**config.mk**
```make
export PLATFORM = sky130hd
export DESIGN_NAME = fetch_sequencer
export DESIGN_NICKNAME = d
export VERILOG_FILES = /design/src/rtl/fetch_sequencer.sv
export SDC_FILE = /design/constraint.sdc
export NUM_CORES = 1
export LEC_CHECK = 0
export ABC_AREA = 1
export ABC_CLOCK_PERIOD_IN_PS = 3450
export BUFFER_PORTS_ARGS = -buffer_cell sky130_fd_sc_hd__buf_2
export CORE_UTILIZATION = 25
export DETAILED_ROUTE_END_ITERATION = 6
export HOLD_SLACK_MARGIN = 0.03
export SYNTH_ARGS = -nofsm -noshare
export SYNTH_HDL_FRONTEND = slang
export SYNTH_SLANG_ARGS = --single-unit
```
**constraint.sdc**
```tcl
create_clock -name clk -period 3.45 [get_ports clk]
set_input_delay 0.345 -clock clk [delete_from_list [all_inputs] [get_ports clk]]
set_output_delay 0.345 -clock clk [all_outputs]
set_load 0.05 [all_outputs]
```
**src/rtl/fetch_sequencer.sv**
```systemverilog
// Program counter and instruction register for the control unit: fetches words
// over a req/ready handshake, holds them until retired, and redirects on jump/branch.
module fetch_sequencer #(
  parameter int                 ADDR_W   = 12,
  parameter int                 INSTR_W  = 20,
  parameter logic [ADDR_W-1:0]  RESET_PC = '0
) (
  input  logic               clk,
  input  logic               rst,
  output logic               imem_req,
  output logic [ADDR_W-1:0]  imem_addr,
  input  logic               imem_ready,
  input  logic [INSTR_W-1:0] imem_rdata,
  output logic [INSTR_W-1:0] instruction,
  output logic               instr_valid,
  output logic [ADDR_W-1:0]  instr_pc,
  input  logic               pcReadSignal,
  input  logic               isJump,
  input  logic               isBranch,
  input  logic [2:0]         nzp,
  input  logic [INSTR_W-1:0] jump_addr,
  input  logic [INSTR_W-1:0] immValue,
  input  logic               flag_update,
  input  logic [INSTR_W-1:0] alu_result,
  output logic [2:0]         flags,
  output logic [15:0]        retired_count
);

  typedef enum logic [1:0] {IDLE, FETCH, HOLD} state_t;

  state_t             state;
  logic [ADDR_W-1:0]  pc;
  logic [ADDR_W-1:0]  seq_pc;
  logic [ADDR_W-1:0]  next_pc;
  logic               taken;

  function automatic logic [2:0] flags_of(input logic [INSTR_W-1:0] v);
    logic n, z;
    n = v[INSTR_W-1];
    z = (v == '0);
    return {n, z, !n && !z};
  endfunction

  assign imem_addr = pc;

  // Branch decision uses the flags registered before this edge, so a
  // simultaneous flag_update only affects later branches.
  always_comb begin
    seq_pc  = instr_pc + ADDR_W'(1);
    taken   = isBranch && ((nzp & flags) != 3'b000);
    next_pc = seq_pc;
    if (isJump)
      next_pc = jump_addr[ADDR_W-1:0];
    else if (taken)
      next_pc = seq_pc + immValue[ADDR_W-1:0];
  end

  always_ff @(posedge clk) begin
    if (rst) begin
      state         <= IDLE;
      pc            <= RESET_PC;
      instruction   <= '0;
      instr_pc      <= '0;
      instr_valid   <= 1'b0;
      imem_req      <= 1'b0;
      flags         <= 3'b010;
      retired_count <= 16'd0;
    end else begin
      if (flag_update)
        flags <= flags_of(alu_result);
      unique case (state)
        IDLE: begin
          state    <= FETCH;
          imem_req <= 1'b1;
        end
        FETCH: begin
          if (imem_ready) begin
            instruction <= imem_rdata;
            instr_pc    <= pc;
            instr_valid <= 1'b1;
            imem_req    <= 1'b0;
            state       <= HOLD;
          end
        end
        HOLD: begin
          if (pcReadSignal) begin
            pc            <= next_pc;
            retired_count <= retired_count + 16'd1;
            instr_valid   <= 1'b0;
            imem_req      <= 1'b1;
            state         <= FETCH;
          end
        end
        default: begin
          state    <= IDLE;
          imem_req <= 1'b0;
        end
      endcase
    end
  end

endmodule

```
======== Yosys cells after proc, flatten, opt, wreduce, memory -nomap -nowiden ========
Cells that the tools add are included.
operators by class
  mux-type cells .......................... 11
  div/mod/pow operators ................... 0
  equality and inequality tests ........... 4
  multipliers ............................. 0
  bitwise logic cells ..................... 1
  shifts and indexed selects .............. 0
  reductions and logical operators ........ 12
  $add $sub $neg .......................... 3
  magnitude comparators ................... 0
operator list
  operator                 count
  $mux W12                 2
  $logic_not A20 Y1        1
  $add A16 B1 Y16 const B  1
  $add A12 B1 Y12 const B  1
  $add A12 B12 Y12         1
  $pmux W2 S3              1
  $reduce_and A2 Y1        3
  $mux W1                  4
  $mux W2                  2
  $ne A2 B2 Y1 const B     2
  $and A3 B3 Y3            1
  $pmux W1 S3              1
  $reduce_and A3 Y1        1
  $reduce_bool A3 Y1       1
  $eq A2 B1 Y1 const B     1
  $eq A2 B2 Y1 const B     1
  $logic_and A1 B1 Y1      2
  $logic_not A1 Y1         2
  $logic_not A2 Y1         1
  $pmux W1 S2              1
  $reduce_bool A2 Y1       1
storage, ports and cells
  memories ................................ 0
  memory bits (writable) .................. 0
  logic and storage cells ................. 39
  bits in latches ......................... 0
  input bits .............................. 90
  bits in read-only memories .............. 0
  flip-flop bits (word level) ............. 67
  output and inout bits ................... 65

======== Longest topological paths before layout ========
Gate-level depths: netlist of run 1.
  depth in word-level cells ............... 5
  gate-level depth with buffers ........... 20
  depth with buffers taken out ............ 20

======== Worst setup path after synthesis of run 1 ========
No wires, ideal clock.
  path type ............................... reg2reg
  from .................................... reg instr_pc[0]
  to ...................................... reg pc[9] (netlist: imem_addr[9])
  slack ................................... 793 ps
  stages on the path, launching flop included .. 20
  required time ........................... 3380 ps
  arrival time ............................ 2586 ps
  setup time .............................. 70 ps
  cell sequence ........................... dfxtp_1 -> ha_1 -> nand2_2 -> nor2_2 -> inv_1 -> o21ai_0 -> nand2_1 -> inv_1 -> ha_1 -> nand2_1 -> inv_1 -> nand2_1 -> nand2_1 -> a21oi_1 -> nor2_1 -> o21ai_0 -> nand3_1 -> nand2_1 -> nand2_1 -> a21oi_1
on the way
  word-level cells in the longest chain between the ends .. 4
ends and longest elaborated chain
  element                   line  source
  start: declaration        16    output logic [ADDR_W-1:0] instr_pc,
  start signal: assignment  79    instr_pc <= pc;
  $add A12 B1 Y12 *         49    seq_pc = instr_pc + ADDR_W'(1);
  $add A12 B12 Y12          55    next_pc = seq_pc + immValue[ADDR_W-1:0];
  $mux W12 *                54    else if (taken)
  $mux W12 *                52    if (isJump)
  end signal: assignment    87    pc <= next_pc;
  end: declaration          32    logic [ADDR_W-1:0] pc;
Every way passes the cells marked *; elsewhere a longest branch is shown, timed or not.
A chain may end at the register's enable or synchronous reset.

======== Final worst setup path of run 1 ========
Same ends and word-level chain as after synthesis.

==> results of run 1 <==
==> final timing paths <==
check / to
setup / recovery: imem_addr[9]
hold reg to reg: instruction[7]
setup reg to reg: imem_addr[9]
hold / removal: flags[2]
==> layout make-up <==
type,instances,area share (%)
clock buffers,12,5.251
multi-input cells,351,40.43
inverters,70,5.597
clock inverters,3,0.3198
flip-flops and latches,67,28.57
well taps,180,4.797
repair buffers,140,15.03
==> layer usage <==
| layer | vias up | track usage [%] |
|---|---|---|
| met3 | 7 | 4.401 |
| met1 | 1575 | 17.77 |
| met2 | 122 | 22.09 |
| met5 | - | 0 |
| met4 | 0 | 4.630 |
| li1 | 1939 | - |
==> kinds of logic after synthesis <==
logic type / share of synthesized area [%]
adders and majority gates: 6.162
buffers and inverters: 9.489
xor gates and xnor gates: 2.451
DFF: 37.54
and+or+nand+nor: 23.67
AOI/OAI and AO/OA: 20.69
==> registers in the layout, indices dropped and copies added (netlist names) <==
register / count
flags: 3
state: 2
imem_addr: 12
instruction: 20
retired_count: 16
instr_valid: 1
imem_req: 1
instr_pc: 12
==> power by group <==
| group | internal (mW) | switching [mW] |
|---|---|---|
| clock network | 0.498 | 0.309 |
| logic | 0.132 | 0.300 |
| registers | 0.813 | 0.0256 |
| total | 1.44 | 0.634 |
==> layout by cell type, fill, tap and decap left out, types with 2 or more instances in the layout <==
cell type,Yosys,layout
nor2_2,4,4
nand3_1,24,23
o211ai_1,3,3
inv_1,69,69
nor3b_1,2,2
or2_2,3,3
clkbuf_1,19,2
nor2_4,2,2
ha_1,16,16
nand3_2,1,2
nand2_1,83,83
buf_4,0,2
nor4_1,5,5
nor3_1,8,8
nand4_1,4,4
nand2_2,3,3
a21oi_1,76,76
a31oi_1,2,2
clkinv_2,0,3
nor2_1,36,36
xor2_1,10,10
dfxtp_1,67,67
buf_2,1,138
clkbuf_16,0,9
o21bai_1,4,4
o21ai_0,54,54
nand3b_1,3,3
==> critical path: cells and delay by family, from the launching register on <==
kind / cells / cell delay [ns]
adder cells (fa/ha/maj): 2 / 0.50
AND/OR/NAND/NOR: 8 / 0.73
buffers and inverters: 2 / 0.16
AO/OA/AOI/OAI: 5 / 0.77
flip-flops: 1 / 0.40
==> stage by stage <==
step                cell area, um2  power [mW]  hold slack [ns]
floorplan                     3573       1.158           0.4910
global placement              4433       1.284           0.4314
detailed placement            4433       1.288           0.4331
CTS                           4695       2.109           0.2824
global route                  4695       2.185           0.2945
finish                        4695       2.077           0.2880
==> results_dict.tcl, run 1 <==
set metrics [dict create \
    status "completed" \
    fin_tns_setup_ns 0 \
    fillerInstances 1569 \
    wl_met3_um 689 \
    critPathLaunch "instr_pc[0]" \
    ys_seq_elements 67 \
    slowest_stage "dfxtp_1" \
    clock_latency_ns 0.33 \
    peakVddDrop_uv 215.3 \
    reg2reg_depth 17 \
    slew_violations 0 \
    io_buffers 138 \
    relSlewSlack_pct 49.69 \
    clk_pin_slew_ns 0.06 \
    cts_tree "built" \
    place_inst 808 \
    grt_max_degree 38 \
    syn_avg_cell_area_um2 7.034 \
    tightest_slew_ns 0.7539 \
    ys_seq_area_share_pct 37.54 \
    fmax_ghz 0.3797 \
    power_density_nw_per_um2 442.4 \
    cts_buffer_depth 2 \
    synth.yosys.warnings 0 \
    core_region_area_um2 13930 \
    wl_per_cell_um 12.32 \
    cp-end-kind "register" \
    vias_per_cell 4.426 \
    cts_buffers 9 \
    critPathMaxFanout 5 \
    synth_common_cells "nand2_1, a21oi_1, inv_1, dfxtp_1, o21ai_0" \
    synthTopCellsByArea "dfxtp_1, a21oi_1, nand2_1" \
    grt_pass1_wl_um 15670 \
    post-place-ws_ns 0.8832 \
    synth_cell_types 33 \
    drv_cap 0 \
    grt_overflow 0 \
    hold_buffers 0 \
    min_from "alu_result[19]" \
    dieWidth_um 121.6 \
    holdCritPathClass "input pin to register" \
    top_layer "met4" \
    grt.total_usage_pct 13.92 \
    cpPeakStageDelay_ns 0.40 \
    leakagePower_nw 2.231 \
    fin_crit_sh_pct 76.34 \
    setup_viol 0 \
    cts-root-buf "clkbuf_16" \
    final_antenna_net_count 0 \
    first_pass_iters 4 \
    final_cells 823 \
    post-synth-top-count-cell "nand2_1" \
    worstPathCellList "ha_1 -> nand2_2 -> nor2_2 -> inv_1 -> o21ai_0 -> nand2_1 -> inv_1 -> ha_1 -> a21oi_1 -> nand2_1 -> a21oi_1 -> nor2_1 -> o21ai_0 -> nand3_1 -> nand2_1 -> nand2_1 -> a21oi_1" \
    grt_pass1_vias 3150 \
    async_flop_share_pct 0 \
    start_kind "register" \
    utilization_pct 33.69 \
    multi_input_area_um2 1898 \
    synth-edff-count 0 \
    final_nets 746 \
    drc 0 \
    gp_congestion 0.8241 \
    rrSetupSlack_ns 0.82 \
    drt_iter0_drc 169 \
    synth_area_um2 3573 \
    htreeDepth 3 \
    cts_sinks 67 \
    layout-drive-gt1-share_pct 26.59 \
    antenna_found_initial 0 \
    drt-total-wl_um 10140 \
    final.setup_skew_ns 0.006825 \
    synth_top_area_share_pct 37.54 \
    num_io_pins 155 \
    cp_common_cell "nand2_1" \
    drt-met1-wl_um 4898 \
    cp.required_ns 3.70 \
    post_cts_buffers 0 \
    cts_resized 0 \
    finalHoldViolCount 0 \
    syn_inst 508 \
    yosysTopAreaCell "dfxtp_1" \
    hpwl_um 7868 \
    dieArea_um2 14780 \
    crit_arrival_ns 2.89 \
    fin_crit_ns 2.634 \
    holdPathStages 3 \
    r2r-start "instr_pc[0]" \
    path_class "register to register" \
    fin_ws_ns 0.8163 \
    synthFlopType "dfxtp_1" \
    initial_utilization_pct 25.64 \
    num_vias 3643 \
    die_h_um 121.6 \
    area_growth_pct 31.37 \
    regArea_um2 1341 \
    diodes 0 \
    rsz0062_at_grt "false" \
    wl_met2_um 4484 \
    rows 43 \
    synth_fp_nets 615 \
]
Note: power is estimated with default switching activity, not from simulation.
==> inputs of run 2 (changes only) <==
--- a/config.mk
+++ b/config.mk
@@ -5,8 +5,8 @@
 export SDC_FILE = /design/constraint.sdc
 export NUM_CORES = 1
 export LEC_CHECK = 0
-export ABC_AREA = 1
-export ABC_CLOCK_PERIOD_IN_PS = 3450
+export ABC_AREA = 0
+export ABC_CLOCK_PERIOD_IN_PS = 2700
 export BUFFER_PORTS_ARGS = -buffer_cell sky130_fd_sc_hd__buf_2
 export CORE_UTILIZATION = 25
 export DETAILED_ROUTE_END_ITERATION = 6
==> constraint.sdc (replaced) <==
create_clock -name clk -period 2.7 [get_ports clk]
set_input_delay 0.27 -clock clk [delete_from_list [all_inputs] [get_ports clk]]
set_output_delay 0.27 -clock clk [all_outputs]
set_load 0.05 [all_outputs]
==> results_dict.tcl, run 2 <==
set metrics [dict create \
    status "completed" \
    synth_common_cells "nand2_1, dfxtp_1, a21oi_1, nor2_1, clkbuf_1" \
    async_flop_share_pct 0 \
    final_area_um2 4855 \
    htreeDepth 3 \
    io_buffers 138 \
    synth_fp_nets 546 \
    finalHoldViolCount 0 \
    tightest_slew_ns 1.200 \
    grt.total_usage_pct 14.75 \
    rows 42 \
    holdCritPathClass "input pin to register" \
    p_int_mw 1.888 \
    layout-drive-gt1-share_pct 34.41 \
    slowest_stage "ha_2" \
    hpwl_um 7769 \
    top_register "instruction" \
    synthTopCellsByArea "dfxtp_1, nand2_1, a21oi_1" \
    crit_arrival_ns 2.80 \
    critPathLaunch "instr_pc[1]" \
    reg_top3 "instruction (20), retired_count (16)" \
    final_antenna_net_count 0 \
    drt_iter0_drc 195 \
    vias_per_cell 4.710 \
    leakagePower_nw 2.150 \
    first_pass_iters 4 \
    fin_crit_ns 2.585 \
    hold_buffers 0 \
    initial_utilization_pct 25.81 \
    setup_viol 0 \
    relSlewSlack_pct 19.86 \
    synth-edff-count 0 \
    synth.yosys.warnings 0 \
    fin_crit_sh_pct 95.72 \
    power_mw 2.563 \
    mostFrequentLayoutCells "buf_2, nand2_1, dfxtp_1" \
    swShare_pct 26.33 \
    power_density_nw_per_um2 527.9 \
    dieWidth_um 119.2 \
    drv_cap 0 \
    ys_seq_area_share_pct 39.08 \
    peakVddDrop_uv 282.9 \
    min_from "flag_update" \
    gp_congestion 0.8038 \
    combPwrFrac_pct 13.5 \
    area_growth_pct 41.45 \
    post-synth-top-count-cell "nand2_1" \
    num_io_pins 155 \
    start_kind "register" \
    critPathMaxFanout 6 \
    cp.required_ns 2.92 \
    cp-end-kind "register" \
    synth_top_area_share_pct 39.08 \
    clk_pin_slew_ns 0.05 \
    place_area_um2 4353 \
    fmax_ghz 0.3869 \
    r2r-start "instr_pc[1]" \
    grt_pass1_wl_um 16230 \
    core_region_area_um2 13300 \
    cts_sinks 67 \
    p_clk_share_pct 46.2 \
    grt_max_degree 34 \
    ys_seq_elements 67 \
    syn_inst 439 \
    final_nets 690 \
    wl_per_cell_um 14.14 \
    antenna_found_initial 0 \
    drt-total-wl_um 10790 \
    clock_latency_ns 0.34 \
    cts_buffer_depth 2 \
    grt_pass1_vias 3269 \
    cpPeakStageDelay_ns 0.39 \
    cts_buffers 9 \
    drc 0 \
    die_h_um 119.2 \
    num_vias 3594 \
    fillerInstances 1372 \
    place_inst 743 \
    switchingPower_mw 0.6748 \
    dieArea_um2 14200 \
    worstPathCellList "ha_4 -> and4_2 -> nand4_1 -> xnor2_1 -> ha_2 -> nand4_1 -> o21ai_0 -> a31oi_1 -> o21ai_1 -> mux2i_1 -> xnor2_1 -> o21ai_1" \
    utilization_pct 36.51 \
    syn_avg_cell_area_um2 7.818 \
    cts-root-buf "clkbuf_16" \
    final.setup_skew_ns 0.004140 \
    p_seq_share_pct 40.3 \
    grt_overflow 0 \
    path_class "register to register" \
    slew_violations 0 \
    final_cells 763 \
    final_common_cell "buf_2" \
    yosysTopAreaCell "dfxtp_1" \
    synthFlopType "dfxtp_1" \
    synth_area_um2 3432 \
    synth_cell_types 47 \
    largest_reg_flops 20 \
    cts_tree "built" \
    diodes 0 \
    fin_tns_setup_ns 0 \
]
[run 2: cell types whose count changed in the layout (fill, tap and decap cells not counted), moves of 5 or more]
cell,change
ha_4,+5
inv_1,-63
a21oi_1,-21
buf_4,+15
xnor2_1,+11
dfxtp_1,-5
ha_1,-6
o211ai_1,+5
o21ai_0,-38
nand2_1,+18
mux2i_1,+5
nand3_1,-16
[run 2: area by class of cell]
| cell class | instances | area [um2] | area share [%] |
|---|---|---|---|
| inverters | 7 | 26.28 | 0.5412 |
| clock buffers | 13 | 260.3 | 5.361 |
| repair buffers | 155 | 818.3 | 16.86 |
| clock inverters | 2 | 35.03 | 0.7216 |
| well taps | 176 | 220.2 | 4.536 |
| flip-flops and latches | 67 | 1355 | 27.91 |
| multi-input cells | 343 | 2140 | 44.07 |
[run 2: worst max-delay path: cells and delay by family (launching register included)]
kind	cells	cell delay (ns)
adders and majority gates	2	0.55
muxes	1	0.30
and+or+nand+nor	3	0.51
DFF	1	0.37
xor gates and xnor gates	2	0.31
AOI/OAI and AO/OA	4	0.45
[run 2: power by group through the flow]
| stage | clock (mW) | combinational (mW) | sequential [mW] |
|---|---|---|---|
| floorplan | 0 | 0.128 | 1.14 |
| global placement | 0 | 0.331 | 1.05 |
| detailed placement | 0 | 0.337 | 1.06 |
| CTS | 1.22 | 0.339 | 1.04 |
| global route | 1.26 | 0.374 | 1.04 |
| finish | 1.18 | 0.346 | 1.03 |
[run 2: final timing paths]
check | to | slack [ns] | cells past startpoint
min | flags[1] | 0.17 | 2
min reg2reg | instruction[5] | 0.45 | 2
max | imem_addr[11] | 0.12 | 12
max reg2reg | imem_addr[11] | 0.12 | 12
[run 2: stage by stage]
stage	hold slack [ns]	worst slack, ns
final	0.1665	0.1155
after global routing	0.1663	-0.04167
after CTS	0.1486	0.006406
after detailed placement	0.4466	-0.02594
after global placement	0.4403	0.07590
after floorplan	0.3816	0.001154
[run 2: cells by family (layout without fill, tap and decap cells)]
| kind of cell | Yosys count | in the layout | synth area share, % |
|---|---|---|---|
| mux | 5 | 5 | 1.458 |
| compound gates | 104 | 104 | 17.65 |
| buf+inv | 29 | 177 | 3.318 |
| flops | 67 | 67 | 39.08 |
| simple gates | 188 | 188 | 24.68 |
| fa+ha+maj | 17 | 17 | 6.416 |
| xor+xnor | 29 | 29 | 7.401 |
[run 2: timing repair]
action,4_1_cts,5_1_grt
resized for setup,2,27
endpoints found under the hold margin,0,0
buffers inserted,0,5
pin swaps,0,10
setup endpoints to repair,1,4
cloned,0,0
[run 2: routing by layer]
layer | track usage (%) | vias to the layer above | wire (um)
met3 | 4.454 | 13 | 769
met4 | 5.934 | 0 | 165
met5 | 0 | - | 0
met1 | 18.24 | 1644 | 4687
met2 | 23.76 | 142 | 5169
li1 | - | 1795 | -
